--- config.mk ---
export PLATFORM = sky130hd
export DESIGN_NAME = pali_seq_ctrl
export DESIGN_NICKNAME = d
export VERILOG_FILES = /design/src/rtl/pali_seq_ctrl_pkg.sv /design/src/rtl/pali_pair_cmp.sv /design/src/rtl/pali_seq_ctrl.sv
export SDC_FILE = /design/constraint.sdc
export NUM_CORES = 1
export LEC_CHECK = 0
export CORE_ASPECT_RATIO = 0.7
export CORE_MARGIN = 3
export CORE_UTILIZATION = 53
export CTS_CLUSTER_DIAMETER = 100
export DETAILED_ROUTE_END_ITERATION = 10
export PLACE_DENSITY = 0.93
export SLEW_MARGIN = 10
export SYNTH_ARGS = -nofsm -noshare
export SYNTH_HDL_FRONTEND = slang
export SYNTH_SLANG_ARGS = --single-unit
--- constraint.sdc ---
create_clock -name clk -period 6.2 [get_ports clk]
set_clock_uncertainty 0.1 [all_clocks]
set_input_delay 0.93 -clock clk [delete_from_list [all_inputs] [get_ports clk]]
set_output_delay 0.93 -clock clk [all_outputs]
set_load 0.03 [all_outputs]
--- src/rtl/pali_seq_ctrl_pkg.sv ---
// rtl/pali_seq_ctrl_pkg.sv - shared state encoding and sizing helper for the palindrome sequencer
//
// Purpose : FSM state encoding (IDLE=0, LOAD=1, CHECK=2, DONE=3) and an
//           index-width helper shared by the sequencer files.
// Ports   : none (package).
package pali_seq_ctrl_pkg;

    typedef enum logic [1:0] {
        IDLE  = 2'd0,
        LOAD  = 2'd1,
        CHECK = 2'd2,
        DONE  = 2'd3
    } state_t;

    // Bits needed to address one bit of a WIDTH-bit word; never less than 1
    // so a single-bit word still has a legal index register.
    function automatic int idx_width(input int width);
        return (width > 1) ? $clog2(width) : 1;
    endfunction

endpackage

--- src/rtl/pali_pair_cmp.sv ---
// rtl/pali_pair_cmp.sv - single shared bit-pair equality comparator
//
// Purpose : Combinational equality of two bits. The sequencer owns exactly one
//           instance and steps it across the word one pair per cycle.
// Ports   : i_a, i_b - bits to compare
//           o_eq     - 1 when i_a equals i_b
module pali_pair_cmp (
    input  logic i_a,
    input  logic i_b,
    output logic o_eq
);

    assign o_eq = (i_a == i_b) ? 1'b1 : 1'b0;

endmodule

--- src/rtl/pali_seq_ctrl.sv ---
// rtl/pali_seq_ctrl.sv - serial palindrome detection sequencer with saturating hit counter
//
// Purpose : Collects WIDTH serial bits (MSB first) over a valid/ready stream,
//           walks one shared pair comparator across the word with early exit on
//           mismatch, and presents the verdict under a valid/ack handshake.
// Ports   : clk, rst_n          - clock, asynchronous active-low reset
//           start               - begin a new word (IDLE only)
//           bit_in, bit_valid   - serial data stream in
//           bit_ready           - stream accept, high in LOAD
//           busy                - high in LOAD or CHECK
//           res_valid, res_ack  - verdict handshake, valid high in DONE
//           is_pali             - verdict
//           word_out            - collected word, MSB = first bit received
//           pali_cnt            - saturating count of palindromes found
module pali_seq_ctrl
    import pali_seq_ctrl_pkg::*;
#(
    parameter int WIDTH = 3,
    parameter int CNT_W = 8
) (
    input  logic             clk,
    input  logic             rst_n,
    input  logic             start,
    input  logic             bit_in,
    input  logic             bit_valid,
    output logic             bit_ready,
    output logic             busy,
    output logic             res_valid,
    input  logic             res_ack,
    output logic             is_pali,
    output logic [WIDTH-1:0] word_out,
    output logic [CNT_W-1:0] pali_cnt
);

    localparam int               IDX_W     = idx_width(WIDTH);
    localparam logic [IDX_W-1:0] LAST_BIT  = IDX_W'(WIDTH - 1);
    localparam logic [IDX_W-1:0] LAST_PAIR = IDX_W'((WIDTH > 1) ? (WIDTH / 2 - 1) : 0);
    localparam logic [CNT_W-1:0] CNT_MAX   = {CNT_W{1'b1}};

    state_t           r_state;
    state_t           w_next_state;
    logic [WIDTH-1:0] r_word;
    logic [IDX_W-1:0] r_bit_idx;
    logic [IDX_W-1:0] r_pair_idx;
    logic             r_is_pali;
    logic [CNT_W-1:0] r_pali_cnt;

    logic [IDX_W-1:0] w_hi_idx;
    logic             w_accept;
    logic             w_last_bit;
    logic             w_last_pair;
    logic             w_pair_eq;
    logic             w_done_enter;
    logic             w_done_pali;

    assign w_accept    = (r_state == LOAD) && bit_valid;
    assign w_last_bit  = (r_bit_idx == LAST_BIT);
    assign w_last_pair = (r_pair_idx == LAST_PAIR);
    assign w_hi_idx    = LAST_BIT - r_pair_idx;

    pali_pair_cmp u_pair_cmp (
        .i_a  (r_word[r_pair_idx]),
        .i_b  (r_word[w_hi_idx]),
        .o_eq (w_pair_eq)
    );

    // State register
    always_ff @(posedge clk or negedge rst_n) begin
        if (!rst_n) begin
            r_state <= IDLE;
        end else begin
            r_state <= w_next_state;
        end
    end

    // Next-state logic; also flags the DONE entry and its verdict so the
    // datapath can latch is_pali and bump the counter on the same edge.
    always_comb begin
        w_next_state = r_state;
        w_done_enter = 1'b0;
        w_done_pali  = 1'b0;
        case (r_state)
            IDLE: begin
                if (start) begin
                    w_next_state = LOAD;
                end
            end
            LOAD: begin
                if (w_accept && w_last_bit) begin
                    if (WIDTH == 1) begin
                        // A single bit is trivially a palindrome; nothing to compare.
                        w_next_state = DONE;
                        w_done_enter = 1'b1;
                        w_done_pali  = 1'b1;
                    end else begin
                        w_next_state = CHECK;
                    end
                end
            end
            CHECK: begin
                if (!w_pair_eq) begin
                    w_next_state = DONE;
                    w_done_enter = 1'b1;
                end else if (w_last_pair) begin
                    w_next_state = DONE;
                    w_done_enter = 1'b1;
                    w_done_pali  = 1'b1;
                end
            end
            DONE: begin
                // start is deliberately not looked at here; a simultaneous
                // start must be re-presented once back in IDLE.
                if (res_ack) begin
                    w_next_state = IDLE;
                end
            end
            default: begin
                w_next_state = IDLE;
            end
        endcase
    end

    // Outputs decoded from the current state
    always_comb begin
        bit_ready = 1'b0;
        busy      = 1'b0;
        res_valid = 1'b0;
        case (r_state)
            LOAD: begin
                bit_ready = 1'b1;
                busy      = 1'b1;
            end
            CHECK: begin
                busy      = 1'b1;
            end
            DONE: begin
                res_valid = 1'b1;
            end
            default: begin
                bit_ready = 1'b0;
            end
        endcase
    end

    // Datapath: shift register, bit/pair indices, verdict and hit counter
    always_ff @(posedge clk or negedge rst_n) begin
        if (!rst_n) begin
            r_word     <= '0;
            r_bit_idx  <= '0;
            r_pair_idx <= '0;
            r_is_pali  <= 1'b0;
            r_pali_cnt <= '0;
        end else begin
            if ((r_state == IDLE) && start) begin
                r_word     <= '0;
                r_bit_idx  <= '0;
                r_pair_idx <= '0;
                r_is_pali  <= 1'b0;
            end
            if (w_accept) begin
                // Shift form keeps a WIDTH=1 word legal (no [-1:0] slice).
                r_word    <= (r_word << 1) | WIDTH'(bit_in);
                r_bit_idx <= r_bit_idx + IDX_W'(1);
            end
            if ((r_state == CHECK) && w_pair_eq && !w_last_pair) begin
                r_pair_idx <= r_pair_idx + IDX_W'(1);
            end
            if (w_done_enter) begin
                r_is_pali <= w_done_pali;
                if (w_done_pali && (r_pali_cnt != CNT_MAX)) begin
                    r_pali_cnt <= r_pali_cnt + CNT_W'(1);
                end
            end
        end
    end

    assign is_pali  = r_is_pali;
    assign word_out = r_word;
    assign pali_cnt = r_pali_cnt;

endmodule

==> results.sh, run 1 <==
export IMPL_status="finished clean"
export IMPL_syn_nets=100
export IMPL_min_path_cells=2
export IMPL_synth_area_leaders="dfrtp_1, ha_1, xor2_1"
export IMPL_syn2layout_area_growth_pct=26.5
export IMPL_root_buffer="clkbuf_4"
export IMPL_synth_common_cells="dfrtp_1, nand2_1, ha_1, inv_1"
export IMPL_hold_buffers=0
export IMPL_hold_start="r_bit_idx[1]$_DFFE_PN0P_"
export IMPL_drt_iter0_markers=18
export IMPL_vdd_ir_drop_max_v=0.000430
export IMPL_fillers=117
export IMPL_setup_violations_final=0
export IMPL_viasPerCell=5.73
export IMPL_fin_setup_tns_ns=0
export IMPL_fin_area_um2=1250
export IMPL_power_total_uw=709
export IMPL_ys_types=30
export IMPL_power_density_nw_per_um2=565
export IMPL_cts_tree="done"
export IMPL_totalWireLength_mm=2.20
export IMPL_first_global_vias=758
export IMPL_rsz0062_at_grt="false"
export IMPL_numCtsBuffers=3
export IMPL_crit_arrival_ns=1.92
export IMPL_fmax_mhz=339
export IMPL_multi_input_area_um2=512
export IMPL_path_delay_family="buffers and inverters"
export IMPL_cts_max_path_buffers=2
export IMPL_path_depth=3
export IMPL_die_area_um2=2440
export IMPL_ant_nets=0
export IMPL_fp_row_count=12
export IMPL_start_util=0.595
export IMPL_period_share=0.476
export IMPL_ys_warnings_count=0
export IMPL_firstDrtPassIters=4
export IMPL_hpwl_mm=1.68
export IMPL_nets=125
export IMPL_synth_seq_cells=18
export IMPL_finalCriticalPeriod_ns=2.95
export IMPL_tightest_slew_ns=0.824
export IMPL_synth_top_cell_area_share=0.454
export IMPL_drc=0
export IMPL_synth_top_area_cell="dfrtp_1"
export IMPL_dieWidth_um=57.7
export IMPL_synth_most_common_cell="dfrtp_1"
export IMPL_vias=751
export IMPL_clk_pin_slew_ns=0.11
export IMPL_ys_seq_area_frac=0.454
export IMPL_cts_setup_buffers=0
export IMPL_timing_slew_headroom=0.449
export IMPL_cp_start_kind="register"
export IMPL_grt_start_max_net_pins=19
export IMPL_antenna_found_initial=0
export IMPL_clkSinkCount=18
export IMPL_boundaryPins=21
export IMPL_cp_slowest_stage_delay_ns=0.73
export IMPL_p_leak_nw=0.574
export IMPL_hold_viol_final=0
export IMPL_crit_buf_inv=2
export IMPL_antenna_cells=0
export IMPL_synth_edf_count=0
export IMPL_synth_ff_type="dfrtp_1"
export IMPL_slew_violations=0
export IMPL_avgSynthCellArea_um2=11.5
export IMPL_cap_violations=0
export IMPL_die_h_um=42.2
export IMPL_core_area_um2=1670
export IMPL_crit_fanout=6
export IMPL_async_reset_ff_frac=1.00
export IMPL_wl_per_cell_um=16.8
export IMPL_cts_max_level=1
export IMPL_grt_usage=0.210
export IMPL_syn_area_um2=992
export IMPL_postSynthCellCount=86
export IMPL_grt_pass1_wl_mm=3.81
export IMPL_hp_class="reg2reg"
export IMPL_rrSetupSlack_ns=3.91
export IMPL_crit_path_start="r_state[1]$_DFFE_PN0P_"
export IMPL_r2r_start="r_pair_idx[0]$_DFFE_PN0P_"
export IMPL_drive_gt1_frac=0.118
export IMPL_critical_path_class="reg2out"
export IMPL_numPortBuffers=20
export IMPL_r2r_end="r_state[1]$_DFFE_PN0P_"
export IMPL_required_ns=5.17
export IMPL_end_kind="output port"
export IMPL_min_to="r_bit_idx[1]$_DFFE_PN0P_"
export IMPL_place_gp_congestion=0.724
export IMPL_clk_latency_ns=0.31
export IMPL_r2r_cells=6
export IMPL_placed_area_um2=1220
export IMPL_cp_slowest_cell="clkdlybuf4s50_1"
export IMPL_grt_overflow=0
export IMPL_cts_resized=0
export IMPL_path_cells="inv_1 -> ha_1 -> clkdlybuf4s50_1"
export IMPL_seq_area_um2=450
routing by layer:
| metal | vias to the layer above | GRT usage | share of wire |
|---|---|---|---|
| met5 | - | 0 | 0 |
| met4 | 0 | 0.0880 | 0.029 |
| met3 | 7 | 0.0462 | 0.034 |
| met2 | 17 | 0.302 | 0.46 |
| met1 | 369 | 0.301 | 0.48 |
| li1 | 358 | - | - |
per-stage QoR:
step | setup slack [ns] | std cells | util | hold slack (ns)
floorplan | 4.19 | 86 | - | 0.354
global placement | 3.60 | 127 | 0.731 | 0.368
detailed placement | 3.54 | 127 | 0.731 | 0.389
CTS | 3.27 | 131 | 0.753 | 0.414
global route | 3.18 | 131 | 0.753 | 0.432
finish | 3.25 | 131 | 0.753 | 0.402
sequential cells by signal, summed over array words and instances (netlist names):
| signal | cells |
|---|---|
| is_pali | 1 |
| r_pair_idx | 2 |
| pali_cnt | 8 |
| r_state | 2 |
| word_out | 3 |
| r_bit_idx | 2 |
cell usage in the layout (no fill, tap or decap), drive strengths merged:
master and instances:
o211ai 1, nand4 2, nor3 1, nor4 1
a31oi 1, and4 1, a32o 3, nand2 10
clkbuf 4, clkdlybuf4s50 20, a41oi 1, a211oi 1
mux2 2, a22oi 1, ha 8, nand2b 1
o32a 1, mux2i 2, and3 2, and2 1
a221o 1, dfrtp 18, nand3 5, nor4b 1
xor2 5, o211a 1, nor2b 1, inv 8
xnor2 4, o21ai 2
worst reg2reg max path, delay by kind of cell, from the launching register on:
family / cells / cell delay [ns]
AO/OA/AOI/OAI: 2 / 0.51
XOR/XNOR: 1 / 0.34
adder cells (fa/ha/maj): 1 / 0.32
buffers and inverters: 1 / 0.07
flip-flops: 1 / 0.49
multiplexers: 1 / 0.35
worst max-delay path by stage:
| stage | to |
|---|---|
| after floorplan | r_state[1]$_DFFE_PN0P_ |
| after global placement | r_state[1]$_DFFE_PN0P_ |
| after detailed placement | r_state[1]$_DFFE_PN0P_ |
| after CTS | bit_ready |
| after global routing | bit_ready |
| final | bit_ready |
final cells by class:
class,instances,share of cell area
flip-flops and latches,18,0.359
well taps,21,0.0209
inverters,8,0.0239
multi-input cells,60,0.408
clock buffers,4,0.0289
repair buffers,20,0.160
logic make-up (layout without fill, tap and decap cells):
| group | count (synthesis) | in the layout | share of synthesized area |
|---|---|---|---|
| simple gates | 26 | 26 | 0.156 |
| flops | 18 | 18 | 0.454 |
| compound gates | 13 | 13 | 0.132 |
| xor+xnor | 9 | 9 | 0.0794 |
| fa+ha+maj | 8 | 8 | 0.101 |
| buf+inv | 8 | 32 | 0.0303 |
| mux | 4 | 4 | 0.0467 |
where the power goes:
part           switching [mW]  total, mW  internal (mW)  leakage [nW]
Combinational           0.241      0.420          0.179         0.321
Clock                  0.0416     0.0776         0.0360        0.0210
Sequential             0.0496      0.211          0.162         0.232
Total                   0.333      0.709          0.377         0.574
Power figures use the tool's default switching activity.
==> run 2, diff against run 1 <==
CORE_UTILIZATION = 44   (was 53)
PLACE_DENSITY = 0.83   (was 0.93)
clock period = 2.7 ns   (was 6.2 ns; I/O delays follow)
==> run 2 against run 1 <==
Net effect: sequential cell count unchanged; non-clock buffer count is the same; via count is 2.0% lower; combinational power is 130% higher.
==> results.sh, run 2 (synthesized netlist as in run 1, its figures left out) <==
export IMPL_drt_iter0_markers=53
export IMPL_fmax_mhz=427
export IMPL_cts_resized=0
export IMPL_viasPerCell=5.26
export IMPL_antenna_found_initial=0
export IMPL_firstDrtPassIters=4
export IMPL_grt_usage=0.145
export IMPL_cp_slowest_cell="clkdlybuf4s50_1"
export IMPL_die_h_um=45.7
export IMPL_boundaryPins=21
export IMPL_hold_buffers=0
export IMPL_grt_overflow=0
export IMPL_start_util=0.500
export IMPL_crit_buf_inv=2
export IMPL_path_cells="inv_1 -> ha_1 -> clkdlybuf4s50_1"
export IMPL_setup_violations_final=0
export IMPL_drive_gt1_frac=0.118
export IMPL_final_common_cell="clkdlybuf4s50_1"
export IMPL_dieWidth_um=62.8
export IMPL_required_ns=2.19
export IMPL_power_total_mw=1.59
export IMPL_cts_setup_buffers=0
export IMPL_grt_start_max_net_pins=19
export IMPL_hp_class="reg2reg"
export IMPL_clk_latency_ns=0.29
export IMPL_core_area_um2=1980
export IMPL_cap_violations=0
export IMPL_root_buffer="clkbuf_4"
export IMPL_path_delay_family="buffers and inverters"
export IMPL_syn2layout_area_growth_pct=27.6
export IMPL_fillers=165
export IMPL_clk_pin_slew_ns=0.10
export IMPL_drc=0
export IMPL_hold_viol_final=0
export IMPL_wl_per_cell_um=14.1
export IMPL_period_share=0.867
export IMPL_critical_path_class="reg2out"
export IMPL_rsz0062_at_grt="false"
export IMPL_p_leak_nw=0.574
export IMPL_status="finished clean"
export IMPL_numCtsBuffers=3
export IMPL_cp_start_kind="register"
export IMPL_fin_setup_tns_ns=0
export IMPL_numPortBuffers=20
export IMPL_cts_max_level=1
export IMPL_antenna_cells=0
export IMPL_end_kind="output port"
export IMPL_nets=125
export IMPL_ant_nets=0
export IMPL_grt_pass1_wl_mm=3.23
export IMPL_fp_row_count=13
export IMPL_largest_reg_flops=8
export IMPL_slew_violations=0
export IMPL_first_global_vias=689
export IMPL_totalWireLength_mm=1.97
export IMPL_cts_tree="done"
export IMPL_tightest_slew_ns=0.802
export IMPL_cp_slowest_stage_delay_ns=0.73
export IMPL_cts_max_path_buffers=2
export IMPL_layout_common_cells="clkdlybuf4s50_1, dfrtp_1, nand2_1"
export IMPL_timing_slew_headroom=0.464
export IMPL_vdd_ir_drop_max_v=0.000794
export IMPL_hpwl_mm=1.57
export IMPL_place_gp_congestion=0.762
export IMPL_die_area_um2=2870
export IMPL_crit_arrival_ns=1.84
export IMPL_power_density_nw_per_um2=1260
export IMPL_crit_fanout=6
export IMPL_vias=736
export IMPL_clkSinkCount=18
export IMPL_finalCriticalPeriod_ns=2.34
## run 2: path summary, 6_finish.rpt
path / startpoint / slack, ns / cells past startpoint / end
worst min-delay path: r_bit_idx[0]$_DFFE_PN0P_ / 0.40 / 1 / r_bit_idx[0]$_DFFE_PN0P_
worst min register to register: r_bit_idx[0]$_DFFE_PN0P_ / 0.40 / 1 / r_bit_idx[0]$_DFFE_PN0P_
worst max register to register: r_pair_idx[0]$_DFFE_PN0P_ / 0.52 / 6 / r_state[1]$_DFFE_PN0P_
min in group asynchronous: rst_n / 0.47 / 1 / pali_cnt[5]$_DFFE_PN0P_
max in group asynchronous: rst_n / 1.53 / 1 / pali_cnt[1]$_DFFE_PN0P_
worst max-delay path: r_state[1]$_DFFE_PN0P_ / 0.36 / 3 / bit_ready
## run 2: worst reg2reg max path: stages, from the launching register on
cell and delay (ns):
dfrtp_1 0.46, inv_1 0.08, ha_1 0.32, xnor2_1 0.29, o211ai_2 0.23, a31oi_2 0.26, mux2_1 0.33
## run 2: per-layer routing
metal,up-vias,wire [µm],track usage,part of all wire
li1,358,-,-,-
met1,360,974,0.212,0.49
met2,16,921,0.220,0.47
met3,2,56,0.0370,0.028
met4,0,17,0.0263,0.0086
met5,-,0,0,0
## run 2: layout make-up
type	instances	area (µm²)	area share
Timing Repair Buffer	20	200	0.158
Clock buffer	4	36.3	0.0287
Sequential cell	18	450	0.356
Multi-Input combinational cell	60	512	0.404
Tap cell	30	37.5	0.0296
Inverter	8	30.0	0.0237
## run 2: metrics by stage
step | std cells | cell area [µm²] | util | hold slack (ns) | worst slack (ns)
6_report | 140 | 1270 | 0.638 | 0.403 | 0.360
5_1_grt | 140 | 1270 | 0.638 | 0.419 | 0.294
4_1_cts | 140 | 1270 | 0.638 | 0.406 | 0.346
3_5_place_dp | 136 | 1230 | 0.620 | 0.391 | 0.557
3_3_place_gp | 136 | 1230 | 0.620 | 0.368 | 0.618
2_1_floorplan | 86 | 992 | - | 0.00941 | 0.708
## run 2: where the power goes
group | switching (mW) | internal (mW)
combinational | 0.540 | 0.412
clock | 0.0821 | 0.0821
sequential | 0.105 | 0.371
total | 0.728 | 0.865
